**config.mk**
```make
export PLATFORM = sky130hd
export DESIGN_NAME = multicycle_control
export DESIGN_NICKNAME = d
export VERILOG_FILES = /design/src/rtl/multicycle_control.sv
export SDC_FILE = /design/constraint.sdc
export NUM_CORES = 1
export LEC_CHECK = 0
export ABC_CLOCK_PERIOD_IN_PS = 5000
export BUFFER_PORTS_ARGS = -buffer_cell sky130_fd_sc_hd__clkbuf_2
export CAP_MARGIN = 20
export CORE_MARGIN = 1.5
export CORE_UTILIZATION = 57
export CTS_CLUSTER_DIAMETER = 120
export DETAILED_ROUTE_END_ITERATION = 10
export PLACE_DENSITY = 0.81
export SKIP_LAST_GASP = 1
export SYNTH_ARGS = -nofsm -noshare
export SYNTH_HDL_FRONTEND = slang
export SYNTH_SLANG_ARGS = --single-unit
```
**constraint.sdc**
```tcl
create_clock -name clk -period 5 [get_ports clk]
set_input_delay 0.75 -clock clk [delete_from_list [all_inputs] [get_ports clk]]
set_output_delay 0.75 -clock clk [all_outputs]
set_load 0.05 [all_outputs]
```
**src/rtl/multicycle_control.sv**
```systemverilog
// multicycle_control: multicycle MIPS control FSM with cache handshakes, retire counter and timeout detection
module multicycle_control #(
    parameter int ALUOP_W     = 3,
    parameter int CNT_W       = 32,
    parameter int MEM_TIMEOUT = 16
) (
    input  logic               clk,
    input  logic               rst,
    input  logic [5:0]         opcode,
    input  logic [5:0]         funct,
    input  logic               zero,
    input  logic               imem_ready,
    input  logic               dmem_ready,
    output logic               i_req,
    output logic               ir_write,
    output logic               pc_write,
    output logic [1:0]         pc_src,
    output logic               d_read,
    output logic               d_write,
    output logic               reg_write,
    output logic               reg_dst,
    output logic               alu_src,
    output logic [ALUOP_W-1:0] alu_op,
    output logic               sign_xtend,
    output logic               mem2reg,
    output logic               illegal,
    output logic               error,
    output logic [CNT_W-1:0]   retired
);
    typedef enum logic [2:0] {FETCH, DECODE, EXEC, MEM, WB, ERROR} state_t;
    typedef enum logic [2:0] {K_ALU, K_J, K_JR, K_BEQ, K_BNE, K_LOAD, K_STORE, K_ILL} kind_t;
    localparam int WW = $clog2(MEM_TIMEOUT + 2);

    state_t state, next;
    kind_t kind, d_kind;
    logic [WW-1:0] wait_cnt;
    logic [ALUOP_W-1:0] d_alu;
    logic d_reg_dst, d_alu_src, d_sign, d_mem2reg, retire, timeout;

    // instruction class and control fields from the opcode/funct currently on the IR
    always_comb begin
        d_kind = K_ILL;
        d_alu = '1;
        d_reg_dst = 1'b0;
        d_alu_src = 1'b0;
        d_sign = 1'b0;
        d_mem2reg = 1'b0;
        casez (opcode)
            6'b000000: begin
                d_kind = funct[5:1] == 5'b00100 ? K_JR : K_ALU;
                d_reg_dst = 1'b1;
                d_sign = ~funct[0];
                casez (funct)
                    6'b10000?: d_alu = ALUOP_W'(3'd0);
                    6'b10001?: d_alu = ALUOP_W'(3'd1);
                    6'b000000: d_alu = ALUOP_W'(3'd2);
                    6'b000010: d_alu = ALUOP_W'(3'd3);
                    6'b100100: d_alu = ALUOP_W'(3'd4);
                    6'b100101: d_alu = ALUOP_W'(3'd5);
                    6'b100110: d_alu = ALUOP_W'(3'd6);
                    default: ;
                endcase
            end
            6'b00001?: d_kind = K_J;
            6'b0010??: begin
                d_kind = K_ALU;
                d_alu_src = 1'b1;
                d_sign = ~opcode[0];
                d_alu = opcode[1] ? ALUOP_W'(3'd2) : ALUOP_W'(3'd0);
            end
            6'b0011??: begin
                d_kind = K_ALU;
                d_alu_src = 1'b1;
                d_alu = opcode[1:0] == 2'b11 ? '1 : ALUOP_W'({1'b1, opcode[1:0]});
            end
            6'b00010?: begin
                d_kind = opcode[0] ? K_BNE : K_BEQ;
                d_alu = ALUOP_W'(3'd1);
            end
            6'b100???, 6'b1010??: begin
                d_kind = opcode[3] ? K_STORE : K_LOAD;
                d_alu = ALUOP_W'(3'd0);
                d_alu_src = 1'b1;
                d_sign = 1'b1;
                d_mem2reg = ~opcode[3];
            end
            default: ;
        endcase
    end

    // next state and strobes; everything is held low while rst is asserted
    always_comb begin
        next = state;
        i_req = 1'b0;
        ir_write = 1'b0;
        pc_write = 1'b0;
        pc_src = 2'd0;
        d_read = 1'b0;
        d_write = 1'b0;
        reg_write = 1'b0;
        illegal = 1'b0;
        timeout = MEM_TIMEOUT != 0 && wait_cnt == WW'(MEM_TIMEOUT - 1);
        if (!rst) begin
            case (state)
                FETCH: begin
                    i_req = 1'b1;
                    ir_write = imem_ready;
                    pc_write = imem_ready;
                    next = imem_ready ? DECODE : timeout ? ERROR : FETCH;
                end
                DECODE: begin
                    illegal = d_kind == K_ILL;
                    pc_write = d_kind == K_J || d_kind == K_JR;
                    pc_src = d_kind == K_JR ? 2'd3 : d_kind == K_J ? 2'd2 : 2'd0;
                    next = pc_write || illegal ? FETCH : EXEC;
                end
                EXEC: begin
                    pc_write = kind == K_BEQ ? zero : kind == K_BNE ? ~zero : 1'b0;
                    pc_src = kind == K_BEQ || kind == K_BNE ? 2'd1 : 2'd0;
                    next = kind == K_BEQ || kind == K_BNE ? FETCH :
                           kind == K_LOAD || kind == K_STORE ? MEM : WB;
                end
                MEM: begin
                    d_read = kind == K_LOAD;
                    d_write = kind == K_STORE;
                    next = dmem_ready ? (kind == K_LOAD ? WB : FETCH) : timeout ? ERROR : MEM;
                end
                WB: begin
                    reg_write = 1'b1;
                    next = FETCH;
                end
                default: ;
            endcase
        end
        retire = next == FETCH && state != FETCH;
    end

    // state, wait counter, retire count, sticky error and per-instruction decoded fields
    always_ff @(posedge clk) begin
        if (rst) begin
            state <= FETCH;
            kind <= K_ALU;
            wait_cnt <= '0;
            retired <= '0;
            error <= 1'b0;
            alu_op <= '1;
            reg_dst <= 1'b0;
            alu_src <= 1'b0;
            sign_xtend <= 1'b0;
            mem2reg <= 1'b0;
        end else begin
            state <= next;
            wait_cnt <= next == state && (state == FETCH || state == MEM) ? wait_cnt + WW'(1) : '0;
            retired <= retired + CNT_W'(retire);
            error <= next == ERROR;
            if (state == DECODE) begin
                kind <= d_kind;
                alu_op <= d_alu;
                reg_dst <= d_reg_dst;
                alu_src <= d_alu_src;
                sign_xtend <= d_sign;
                mem2reg <= d_mem2reg;
            end
        end
    end
endmodule

```
### Yosys cells after proc, flatten, opt, wreduce, memory -nomap -nowiden

Cells that the tools add are included.

| operators by class | value |
|---|---|
| equal/unequal tests | 28 |
| reductions and logical operators | 16 |
| $add $sub $neg | 2 |
| bitwise gates (word level) | 5 |
| multiplexer cells | 43 |

Operators with widths:

| operator | number |
|---|---|
| 3-bit one-hot mux with 5 select lines | 3 |
| 32-bit by 1-bit adder with 32-bit output | 1 |
| 3-bit 2-to-1 mux | 9 |
| 3-bit equality test, second input constant | 7 |
| 3-bit one-hot mux with 7 select lines | 1 |
| 1-bit 2-to-1 mux | 19 |
| 6-bit equality test, second input constant | 3 |
| 2-bit 2-to-1 mux | 8 |
| 3-bit by 2-bit equality test with 1-bit output, second input constant | 4 |
| 6-bit logical NOT | 2 |
| 5-bit equality test, second input constant | 2 |
| 4-bit by 2-bit equality test with 1-bit output, second input constant | 2 |
| 3-bit by 1-bit equality test with 1-bit output, second input constant | 2 |
| 6-bit by 2-bit equality test with 1-bit output, second input constant | 1 |
| 3-bit logical NOT | 2 |
| 1-bit one-hot mux with 3 select lines | 2 |
| 2-bit OR reduction | 3 |
| 5-bit by 1-bit adder with 5-bit output, second input constant | 1 |
| 5-bit by 1-bit equality test with 1-bit output, second input constant | 1 |
| 5-bit by 2-bit equality test with 1-bit output, second input constant | 1 |
| 5-bit by 3-bit equality test with 1-bit output, second input constant | 1 |
| 5-bit by 4-bit equality test with 1-bit output, second input constant | 1 |
| 1-bit logical OR | 5 |
| 1-bit NOT | 5 |
| other kinds (7) | 8 |

| storage, ports and cells | value |
|---|---|
| input port bits | 17 |
| word-level logic and storage cells | 104 |
| output and inout port bits | 49 |
| flip-flop bits (word level) | 51 |

### Depth between registers and ports, before layout

Gate-level depths: netlist (run 1).

| depth | value |
|---|---|
| depth in word-level cells | 13 |
| gate-level depth with buffers | 15 |

### Worst setup path after synthesis (run 1)

No wires, ideal clock.

| timing | value |
|---|---|
| kind | in2out |
| start point | input port rst |
| end point | output port ir_write |
| slack | 1.244 ns |
| data required time | 4.250 ns |
| arrival time | 3.006 ns |
| buffers on the path | 1 |
| cell stages on the path | 3 |
| cell sequence | clkbuf_1 nor4_1 and2_1 |

| between the ends | value |
|---|---|
| word-level cells in the longest chain between the ends | 1 |

Ends and longest elaborated chain:

| what | line | text |
|---|---|---|
| start, declared | 8 | `input logic rst,` |
| 1-bit 2-to-1 mux | 103 | `if (!rst) begin` |
| end, declared | 15 | `output logic ir_write,` |

Every way passes these cells.

### Final worst setup path (run 1)

| timing | value |
|---|---|
| start point | register wait_cnt[0] |
| end point | register retired[30] |

| between the ends | value |
|---|---|
| word-level cells in the longest chain between the ends | 8 |
| elaborated cells between the ends (all ways) | 10 |
| classes of those cells | add/sub: 1; eq/ne: 1; mux: 6; reduce/logical: 2 |

Ends and longest elaborated chain:

| what | line | text |
|---|---|---|
| start, declared | 36 | `logic [WW-1:0] wait_cnt;` |
| start signal, assigned | 153 | `wait_cnt <= next == state && (state == FETCH \|\| state == MEM) ? wait_cnt + WW'(1) : '0;` |
| 5-bit by 4-bit equality test with 1-bit output (*) | 102 | `timeout = MEM_TIMEOUT != 0 && wait_cnt == WW'(MEM_TIMEOUT - 1);` |
| 3-bit 2-to-1 mux, on equally long branches (2 in a row) | 109, 126 |  |
| 3-bit one-hot mux with 5 select lines (*) | 104 | `case (state)` |
| 3-bit 2-to-1 mux (*) | 103 |  |
| 3-bit logical NOT (*) | 135 | `retire = next == FETCH && state != FETCH;` |
| 1-bit logical AND (*) | 135 |  |
| 32-bit by 1-bit adder with 32-bit output (*) | 154 | `retired <= retired + CNT_W'(retire);` |
| end signal, assigned | 154 |  |
| end, declared | 28 | `output logic [CNT_W-1:0] retired` |

Every way passes the cells marked *; elsewhere a longest branch is shown, timed or not.
A chain may end at the register's enable or synchronous reset.

==> results of run 1 <==
==> registers in the layout, summed over array words and instances (netlist names) <==
name,flops
alu_op,3
alu_src,1
error,1
kind,3
mem2reg,1
reg_dst,1
retired,32
sign_xtend,1
state,3
wait_cnt,5
==> final cells by class <==
class                   count  area [sq um]  share of cell area, %
clock buffers               6          82.6                   2.62
clock inverters             2          35.0                   1.11
inverters                  10          37.5                   1.19
multi-input cells         249          1570                   49.8
flip-flops and latches     51          1020                   32.4
well taps                  52          65.1                   2.07
repair buffers             67           340                   10.8
==> worst paths after layout <==
check	start	end	slack [ps]	cells after the start
max	wait_cnt[0]$_SDFF_PP0_	retired[30]$_SDFF_PP0_	1320	14
min	wait_cnt[0]$_SDFF_PP0_	wait_cnt[0]$_SDFF_PP0_	470	1
max reg2reg	wait_cnt[0]$_SDFF_PP0_	retired[30]$_SDFF_PP0_	1320	14
min reg2reg	wait_cnt[0]$_SDFF_PP0_	wait_cnt[0]$_SDFF_PP0_	470	1
==> power by group through the flow <==
stage               logic, mW  clock network [mW]  registers [mW]
floorplan              0.0665                   0           0.441
global route            0.110               0.319           0.427
global placement       0.0970                   0           0.434
detailed placement     0.0986                   0           0.434
CTS                    0.0990               0.303           0.424
finish                 0.0991               0.296           0.425
==> kinds of logic (layout without fill, tap and decap cells) <==
kind of cell             Yosys count  in the layout
buffers and inverters             29             85
multiplexers                       2              2
AO/OA/AOI/OAI                     49             49
AND/OR/NAND/NOR                  161            161
adder cells (fa/ha/maj)            4              4
flip-flops                        51             51
XOR/XNOR                          33             33
==> worst max-delay path, delay by kind of cell (launching register included) <==
kind	cells	cell delay [ps]
adder cells (fa/ha/maj)	4	880
XOR/XNOR	1	180
AND/OR/NAND/NOR	7	1660
AO/OA/AOI/OAI	2	500
flip-flops	1	330
==> per-layer routing <==
metal / track usage [%] / part of all wire (%) / up-vias / wire (um)
met2: 38.6 / 48 / 82 / 2760
met4: 7.97 / 1.2 / 0 / 72
met5: 0 / 0 / - / 0
li1: - / - / 1287 / -
met1: 31.6 / 46 / 1174 / 2640
met3: 5.14 / 5.4 / 8 / 315
==> synth_stat cells (7+ instances only) <==
cell,instances,area (sq um)
a21oi_1,12,60.1
clkbuf_1,14,52.6
dfxtp_1,51,1020
inv_1,10,37.5
nand2_1,18,67.6
nand3_1,15,75.1
nand4_1,13,81.3
nor2_1,56,210
nor4_1,7,43.8
o21ai_0,8,40.0
xor2_1,27,236
==> metrics.md, run 1 <==
| Metric | Value |
|---|---|
| Required @ worst endpoint | between 5000 and 6000 ps |
| Total die area | 5170 sq um |
| Combinational share of power | 12.1% |
| Synth Flop Type | dfxtp_1 |
| WL per Instance | 13.2 um |
| Syn-to-layout area delta | 16.3% |
| Startpoint types | flip-flop |
| Crit path top cell by count | ha_1 |
| Setup Fix Bufs, Post-CTS | 0 |
| Total of max-cap violations | 0 |
| Synthesized cell area | 2710 sq um |
| Slowest Stage Delay on Critical Path | 670 ps |
| Total Power | 0.820 mW |
| Final Critical Period | 3680 ps |
| First-pass GRT wire length | 9.99 mm |
| Sequential share of power | 51.8% |
| 1st-pass router iterations | 4 |
| Vias in the first global route | ~2200 |
| Sw Share | 26.0% |
| Worst-margin pin slew | 823 ps |
| Synthesized-area fraction occupied by adder cells | 1.85% |
| Initial drt markers | 217 |
| Fraction of the mapped netlist area in simple logic gates | 32.8% |
| Setup WS pre-CTS | 1110 ps |
| Clock buffer depth | 2 |
| Initial core utilization | about three fifths |
| P_int | between 0.6 and 0.7 mW |
| VDD IR max | 0.233 mV |
| CTS tree | yes |
| Mux cell area share after synthesis | less than 1% |
| Filler cells | 373 |
| Placed inst area | 3030 sq um |
| Net Count, Synth | 350 |
| Largest family of logic cells by synthesized area | simple AND/OR/NAND/NOR gates |
| Post-cts sizing count | 0 |
| Cell leakage power | 1.30 nW |
| Post-DRT Antenna Nets | 0 |
| Fmax | 272 MHz |
| H-tree Lvls | 2 |
| Syn_area_per_cell | 8.23 sq um |
| Data arrival, critical path | 3860 ps |
| Post-DP HPWL | 4.24 mm |
| Antenna cell count | 0 |
| Post-cts hold buffer count | 0 |
| Final TNS setup | 0 ps |
| Largest net degree at the start of global routing | 54 |
| GP Congestion | 0.846 |
| Hold WS | about 470 ps |
| Mapped Cells | roughly 330 |
| CP max-delay cell | nor3_1 |
| Die H | between 70 and 80 um |
| Run status | complete, no violations |
| Sequential share of the synthesized area | 37.7% |
| Placed instance count | roughly 430 |
| Sink Count | 51 |
| Final WS setup | 1320 ps |
| Row count | 24 |
| Worst-Skew Late Latency | 310 ps |
| Clk root buf | clkbuf_8 |
| WL final | 5.79 mm |
| Crit share post-route | 73.5% |
| Register bit total from synthesis | between 50 and 60 |
| Nets | 405 |
| Chip width | between 70 and 80 um |
| CP Cell Sequence | ha_1 -> and3_1 -> ha_1 -> and3_1 -> a311oi_1 -> a21oi_1 -> nor3_1 -> ha_1 -> ha_1 -> nand4_1 -> nor3_1 -> nand3_1 -> xor2_1 -> nor2_1 |
| Core Area | 4470 sq um |
| Setup violations, final | 0 |
| Post-layout util | 70.4% |
| GRT Util Overall | 23.8% |
| Pwr/cell area | around 260 nW/um^2 |
| Share of layout cells above drive strength 1 | 20.8% |
| Synth cell types | 53 |
| Clock skew | 10.5 ps |
| IO buf count | 65 |
| Grt total ovfl | 0 |
| HP Class | flip-flop to flip-flop |
| Post-Synth XOR/XNOR Area | 10.7% |
| Slew margin rel. | 44.7% |
| Vias per cell | 5.84 |
| Number of flops mapped to enable cells by yosys | 0 |
| Final cell count without fillers | 437 |
| Async set or reset register ratio after synthesis | 0% |
| # DRC | 0 |
| Final Hold Fails | 0 |
| Unrepaired setup endpoints after global routing | no |
| Max Slew Vio Count | 0 |
| IO Count | 66 |
| Initial antenna violation count | 0 |
| Via count | 2551 |
| Crit Path Category | flip-flop to flip-flop |
| Fin area | 3150 sq um |
| Switch Pwr | 0.213 mW |
| Most frequent cells in the layout | 65 x clkbuf_2, 56 x nor2_1, 51 x dfxtp_1 |
| Critical path peak fanout | 7 |
| Commonest non-fill, non-tap cell in the layout | clkbuf_2 |
| Clock power frac | 36.1% |
| Synth warn | 0 |
| CTS Buf Count | 5 |
| Synth Area in Compound Gates | 11.8% |
| CTS clock-pin slew for the worst setup and hold paths | approximately 90 ps |
| Setup crit end kind | flip-flop |
(Power assumes the default switching activity.)
==> run 2: changes to the inputs <==
- ABC_CLOCK_PERIOD_IN_PS: 5000 -> 3320
- CORE_UTILIZATION: 57 -> 48
- PLACE_DENSITY: 0.81 -> 0.73
- clock period: 5 -> 3.32 ns (I/O delays scaled with it)
==> run 2 against run 1 <==
Setup slack lost 1100 ps. First-iteration DRC count shrank 32%. Utilization shrank 10 points. Highest routed layer unchanged.
==> metrics.md, run 2 (synthesized netlist as in run 1, its figures left out) <==
| Metric | Value |
|---|---|
| Clock buffer depth | 2 |
| Initial core utilization | 49.5% |
| Storage element area | 1020 sq um |
| Nets | 418 |
| Post-cts hold buffer count | 0 |
| Grt total ovfl | 0 |
| Vias per cell | 5.50 |
| Required @ worst endpoint | 3510 ps |
| Critical path peak fanout | 4 |
| H-tree Lvls | 2 |
| Worst-margin pin slew | 552 ps |
| Startpoint types | flip-flop |
| Antenna cell count | 0 |
| CTS clock-pin slew for the worst setup and hold paths | roughly 90 ps |
| Total of max-cap violations | 0 |
| CTS Buf Count | 5 |
| WL final | about 6.1 mm |
| Clock skew | 10.3 ps |
| Initial drt markers | ~150 |
| Run status | complete, no violations |
| Final Hold Fails | 0 |
| Syn-to-layout area delta | 21.3% |
| Final cell count without fillers | 470 |
| Final TNS setup | 0 ps |
| Biggest regs | retired: 32 flops, wait_cnt: 5 flops |
| Crit share post-route | 93.9% |
| HP Class | flip-flop to flip-flop |
| Most frequent cells in the layout | 65 x clkbuf_2, 56 x nor2_1, 51 x dfxtp_1 |
| GRT busiest layer | met2 |
| Clk root buf | clkbuf_8 |
| Final Critical Period | 3120 ps |
| Commonest non-fill, non-tap cell in the layout | clkbuf_2 |
| Via count | 2585 |
| Crit Path Category | flip-flop to flip-flop |
| Worst-Skew Late Latency | 310 ps |
| Met3 Resource Use GR | 3.84% |
| First-pass GRT wire length | 10.3 mm |
| Sink Count | 51 |
| GRT Util Overall | 20.4% |
| Biggest register | retired |
| Post-DRT Antenna Nets | 0 |
| Multi-input logic area | 1600 sq um |
| Setup crit end kind | flip-flop |
| Die H | a little under 80 um |
| Placed instance count | roughly 460 |
| Chip width | roughly 78 um |
| Data arrival, critical path | 3310 ps |
| Setup violations, final | 0 |
| Post-DP HPWL | 4.44 mm |
| Filler cells | 529 |
| Total die area | between 6000 and 7000 sq um |
| Core Area | 5470 sq um |
| Largest register FFs | 32 |
| Initial antenna violation count | 0 |
| Share of layout cells above drive strength 1 | around a quarter |
| IO buf count | 65 |
| Slew margin rel. | between 60% and 70% |
| VDD IR max | 0.213 mV |
| WL per Instance | 13.0 um |
| Pwr/cell area | 359 nW/um^2 |
| IO Count | 66 |
| GP Congestion | slightly above 0.9 |
| Largest net degree at the start of global routing | 31 |
| Cell leakage power | 1.37 nW |
| CTS tree | yes |
| Total Power | ~1.2 mW |
| Max Slew Vio Count | 0 |
| 1st-pass router iterations | 4 |
| # DRC | 0 |
| Hold WS | around 470 ps |
| Fmax | 321 MHz |
| Met1 Resource Use GR | 27.3% |
| Vias in the first global route | 2294 |
| Row count | 27 |
| Met2 Resource Use GR | 33.7% |
run 2: changes by cell type in the layout (fill, tap and decap cells not counted), sizes merged:
cell | previous run | this run
clkbuf | 71 | 72
buf | 2 | 15
bufinv | 1 | 0
run 2: layout make-up:
class / instances / share of cell area, %
timing repair buffer: 80 / 13.3
clock inverter: 1 / 0.267
tap: 72 / 2.74
multi-input combinational: 249 / 48.8
sequential: 51 / 31.1
clock buffer: 7 / 2.63
inverter: 10 / 1.14
run 2: metrics by stage:
| stage | setup WS, ps | instance area [sq um] | utilization [%] |
|---|---|---|---|
| final | 203 | 3290 | 60.0 |
| after global placement | 74.3 | 3130 | 57.2 |
| after global routing | -19.0 | 3290 | 60.0 |
| after floorplan | 17.7 | 2710 | - |
| after CTS | 17.0 | 3230 | 59.1 |
| after detailed placement | -59.5 | 3130 | 57.2 |
run 2: final timing paths:
path                            slack (ps)  cells after the start                      to                   start
worst max-delay path                   200                     16  retired[16]$_SDFF_PP0_  wait_cnt[0]$_SDFF_PP0_
worst min-delay path                   470                      2    mem2reg$_SDFFE_PP0P_    mem2reg$_SDFFE_PP0P_
worst max register to register         200                     16  retired[16]$_SDFF_PP0_  wait_cnt[0]$_SDFF_PP0_
worst min register to register         470                      2    mem2reg$_SDFFE_PP0P_    mem2reg$_SDFFE_PP0P_
run 2: critical path: stages (launching register included):
cell,delay [ps]
dfxtp_1,340
ha_1,220
and3_1,190
ha_1,230
nand2b_1,100
a211oi_1,80
a311oi_2,340
a21oi_2,110
nor3_2,130
ha_2,200
ha_1,150
nand4_1,140
buf_4,180
nor4_4,200
nand4_1,150
xor2_1,170
nor2_1,60
run 2: timing repair:
item / 4_1_cts / 5_1_grt
setup buffers: 0 / 3
endpoints found under the setup margin: 3 / 14
pin swaps: 0 / 6
resized for setup: 1 / 6
run 2: where the power goes:
group / switching, mW / internal (mW)
logic: 0.108 / 0.0550
clock network: 0.207 / 0.171
registers: 0.0137 / 0.623
run 2: layer usage:
metal  share of wire [%]  vias to the layer above
li1                    -                     1305
met1                  48                     1212
met2                  47                       63
met3                 3.7                        5
met4                 1.0                        0
met5                   0                        -
==> run 3: changes to the inputs <==
- ABC_AREA: default -> 1
- CORE_UTILIZATION: 48 -> 49
==> run 3 against run 2 <==
Maximum frequency grew 1.9%. First-iteration DRC count grew 29%. Via count up 25%. Register-to-register slack improved by 60 ps. Sequential power hardly changed. Largest power group unchanged.
==> metrics.md, run 3 <==
| Metric | Value |
|---|---|
| Synth warn | 0 |
| WL per Instance | 12.7 um |
| H-tree Lvls | 2 |
| Cell family with most CP delay | simple AND/OR/NAND/NOR gates |
| Share of layout cells above drive strength 1 | 21.0% |
| Register bit total from synthesis | a little over 50 |
| Synthesized-area fraction occupied by adder cells | around 1.7% |
| Biggest register | retired |
| Clock skew | 7.41 ps |
| Mux cell area share after synthesis | 0.332% |
| Fraction of the mapped netlist area in simple logic gates | 42.3% |
| Syn_area_per_cell | 6.37 sq um |
| Die H | 81.4 um |
| Final Hold Fails | 0 |
| Min-delay src | wait_cnt[0]$_SDFF_PP0_ |
| Placed instance count | just over 600 |
| Post-synth top area cell | dfxtp_1 |
| Clock buffer depth | 2 |
| Syn-to-layout area delta | 18.1% |
| Crit Path Category | flip-flop to flip-flop |
| Vias in the first global route | 2925 |
| Net Count, Synth | 494 |
| Largest family of logic cells by synthesized area | simple AND/OR/NAND/NOR gates |
| Sequential share of the synthesized area | 33.9% |
| Initial drt markers | 189 |
| Crit share post-route | 92.2% |
| Synth Flop Type | dfxtp_1 |
| CP bufs+invs | 0 |
| Row count | 28 |
| 1st-pass router iterations | 4 |
| Initial antenna violation count | 0 |
| Slew margin rel. | between 60% and 70% |
| Synth cell count leaders | 116 x nand2_1, 77 x nor2_1, 55 x inv_1 |
| Mapped Cells | 473 |
| FF-to-FF Start | wait_cnt[0]$_SDFF_PP0_ |
| GRT Util Overall | 24.5% |
| Final Critical Period | 3060 ps |
| Startpoint types | flip-flop |
| Number of flops mapped to enable cells by yosys | 0 |
| IO buf count | 65 |
| CP Cell Sequence | ha_1 -> and3_1 -> ha_1 -> nor2_2 -> nor2_1 -> a21oi_1 -> nand3_1 -> nand2_1 -> nand3_1 -> nor2_1 -> ha_2 -> ha_2 -> nand2_2 -> nor2_4 -> nand2_2 -> nor3_4 -> nand2_1 -> o21ai_0 -> a21oi_1 |
| Sink Count | just over 50 |
| HP Class | flip-flop to flip-flop |
| Area share of the largest cell type after synthesis | between 30 and 40% |
| VDD IR max | around 0.2 mV |
| Grt total ovfl | 0 |
| Post-Synth XOR/XNOR Area | 1.45% |
| CP Depth | 19 |
| IO Count | 66 |
| Synthesized cell area | 3010 sq um |
| Synth cell types | 36 |
| Biggest regs | retired: 32 flops, wait_cnt: 5 flops |
| FF-to-FF End | retired[16]$_SDFF_PP0_ |
| Min-Delay Endpoint | wait_cnt[0]$_SDFF_PP0_ |
| Top-count cell post-synth | nand2_1 |
| Setup violations, final | 0 |
| GP Congestion | between 0.9 and 1 |
| CTS tree | yes |
| Vias per cell | 5.21 |
| WHS Path Cells | 1 |
| Initial core utilization | roughly 51% |
| Slowest Stage Delay on Critical Path | 330 ps |
| Final cell count without fillers | 619 |
| Clk root buf | clkbuf_8 |
| Fmax | 327 MHz |
| Total die area | 6630 sq um |
| Nets | 565 |
| Async set or reset register ratio after synthesis | 0% |
| Required @ worst endpoint | 3520 ps |
| Max Slew Vio Count | 0 |
| Worst-margin pin slew | 509 ps |
| Filler cells | 618 |
| Core Area | 5920 sq um |
| Pwr/cell area | 330 nW/um^2 |
| First-pass GRT wire length | 12.8 mm |
| R2r worst-path depth | 19 |
| Worst-Skew Late Latency | 300 ps |
| Post-DRT Antenna Nets | 0 |
| Total of max-cap violations | 0 |
| # DRC | 0 |
| Total Power | about 1.2 mW |
| Antenna cell count | 0 |
| Register-to-register setup slack | 260 ps |
| WL final | a little under 8 mm |
| Cell leakage power | 1.51 nW |
| Commonest non-fill, non-tap cell in the layout | nand2_1 |
| Data arrival, critical path | 3260 ps |
| Synth Area in Compound Gates | between 10% and 20% |
| Chip width | 81.4 um |
| Post-DP HPWL | 6.22 mm |
| Critical path peak fanout | 3 |
| Largest register FFs | 32 |
| CTS Buf Count | 5 |
| CTS clock-pin slew for the worst setup and hold paths | 90 ps |
| Largest net degree at the start of global routing | 28 |
| Run status | complete, no violations |
| Top cells by area, synth | dfxtp_1 34%, nand2_1 14%, nor2_1 9.6% |
| Most frequent cells in the layout | 116 x nand2_1, 75 x nor2_1, 65 x clkbuf_2 |
| Setup crit end kind | flip-flop |
| CP max-delay cell | dfxtp_1 |
| Via count | 3224 |
==> run 3: changes by cell type after synthesis, sizes merged, moves of 12 or more <==
cell	delta
a21oi	+23
inv	+50
nand2	+106
nand3	+17
nor2	+27
nor3	+12
xor2	-24
==> run 3: worst max-delay path by stage <==
stage,start,end,slack (ps)
6_report,wait_cnt[0]$_SDFF_PP0_,retired[16]$_SDFF_PP0_,260
5_1_grt,wait_cnt[0]$_SDFF_PP0_,retired[16]$_SDFF_PP0_,-10
4_1_cts,wait_cnt[0]$_SDFF_PP0_,retired[14]$_SDFF_PP0_,140
3_5_place_dp,wait_cnt[0]$_SDFF_PP0_,retired[14]$_SDFF_PP0_,150
3_3_place_gp,wait_cnt[0]$_SDFF_PP0_,retired[14]$_SDFF_PP0_,300
2_1_floorplan,wait_cnt[0]$_SDFF_PP0_,retired[14]$_SDFF_PP0_,330
==> run 3: power by group <==
group | switching (mW) | leakage [nW] | internal [mW]
Sequential | 0.0134 | 0.413 | 0.626
Clock | 0.196 | 0.0470 | 0.164
Combinational | 0.125 | 1.05 | 0.0495
Total | 0.334 | 1.51 | 0.840
==> run 3: final cells by class <==
cell class	instances	area [sq um]	share of cell area, %
Clock inverter	1	5.00	0.141
Timing Repair Buffer	71	370	10.4
Clock buffer	6	82.6	2.32
Inverter	61	229	6.43
Sequential cell	51	1020	28.7
Tap cell	75	93.8	2.64
Multi-Input combinational cell	354	1760	49.4
==> run 3: timing repair <==
action / in CTS / in global routing
setup endpoints to repair: 0 / 7
buffers inserted: 0 / 2
gates resized for setup: 0 / 8
hold buffers: 0 / 0
==> run 3: cells by family (layout without fill, tap and decap cells) <==
logic type	Yosys count	count (layout)
and+or+nand+nor	280	280
buffers and inverters	68	139
AOI/OAI and AO/OA	64	64
DFF	51	51
xor gates and xnor gates	5	5
adders and majority gates	4	4
muxes	1	1
==> run 3: stage by stage <==
stage | instance area, sq um | hold slack [ps] | setup WS, ps | util, % | setup TNS [ps]
3_5_place_dp | 3430 | 443 | 149 | 57.9 | 0
5_1_grt | 3560 | 483 | -13.7 | 60.1 | -13.7
4_1_cts | 3520 | 456 | 139 | 59.4 | 0
6_report | 3560 | 453 | 260 | 60.1 | 0
3_3_place_gp | 3430 | 430 | 301 | 57.9 | 0
2_1_floorplan | 3010 | 418 | 328 | - | 0
==> run 3: per-layer routing <==
metal	share of wire, %	wire length, um	global-route usage [%]
met1	43	3400	28.6
met2	50	3940	45.4
met3	4.7	369	4.33
met4	2.1	163	6.90
met5	0	0	0
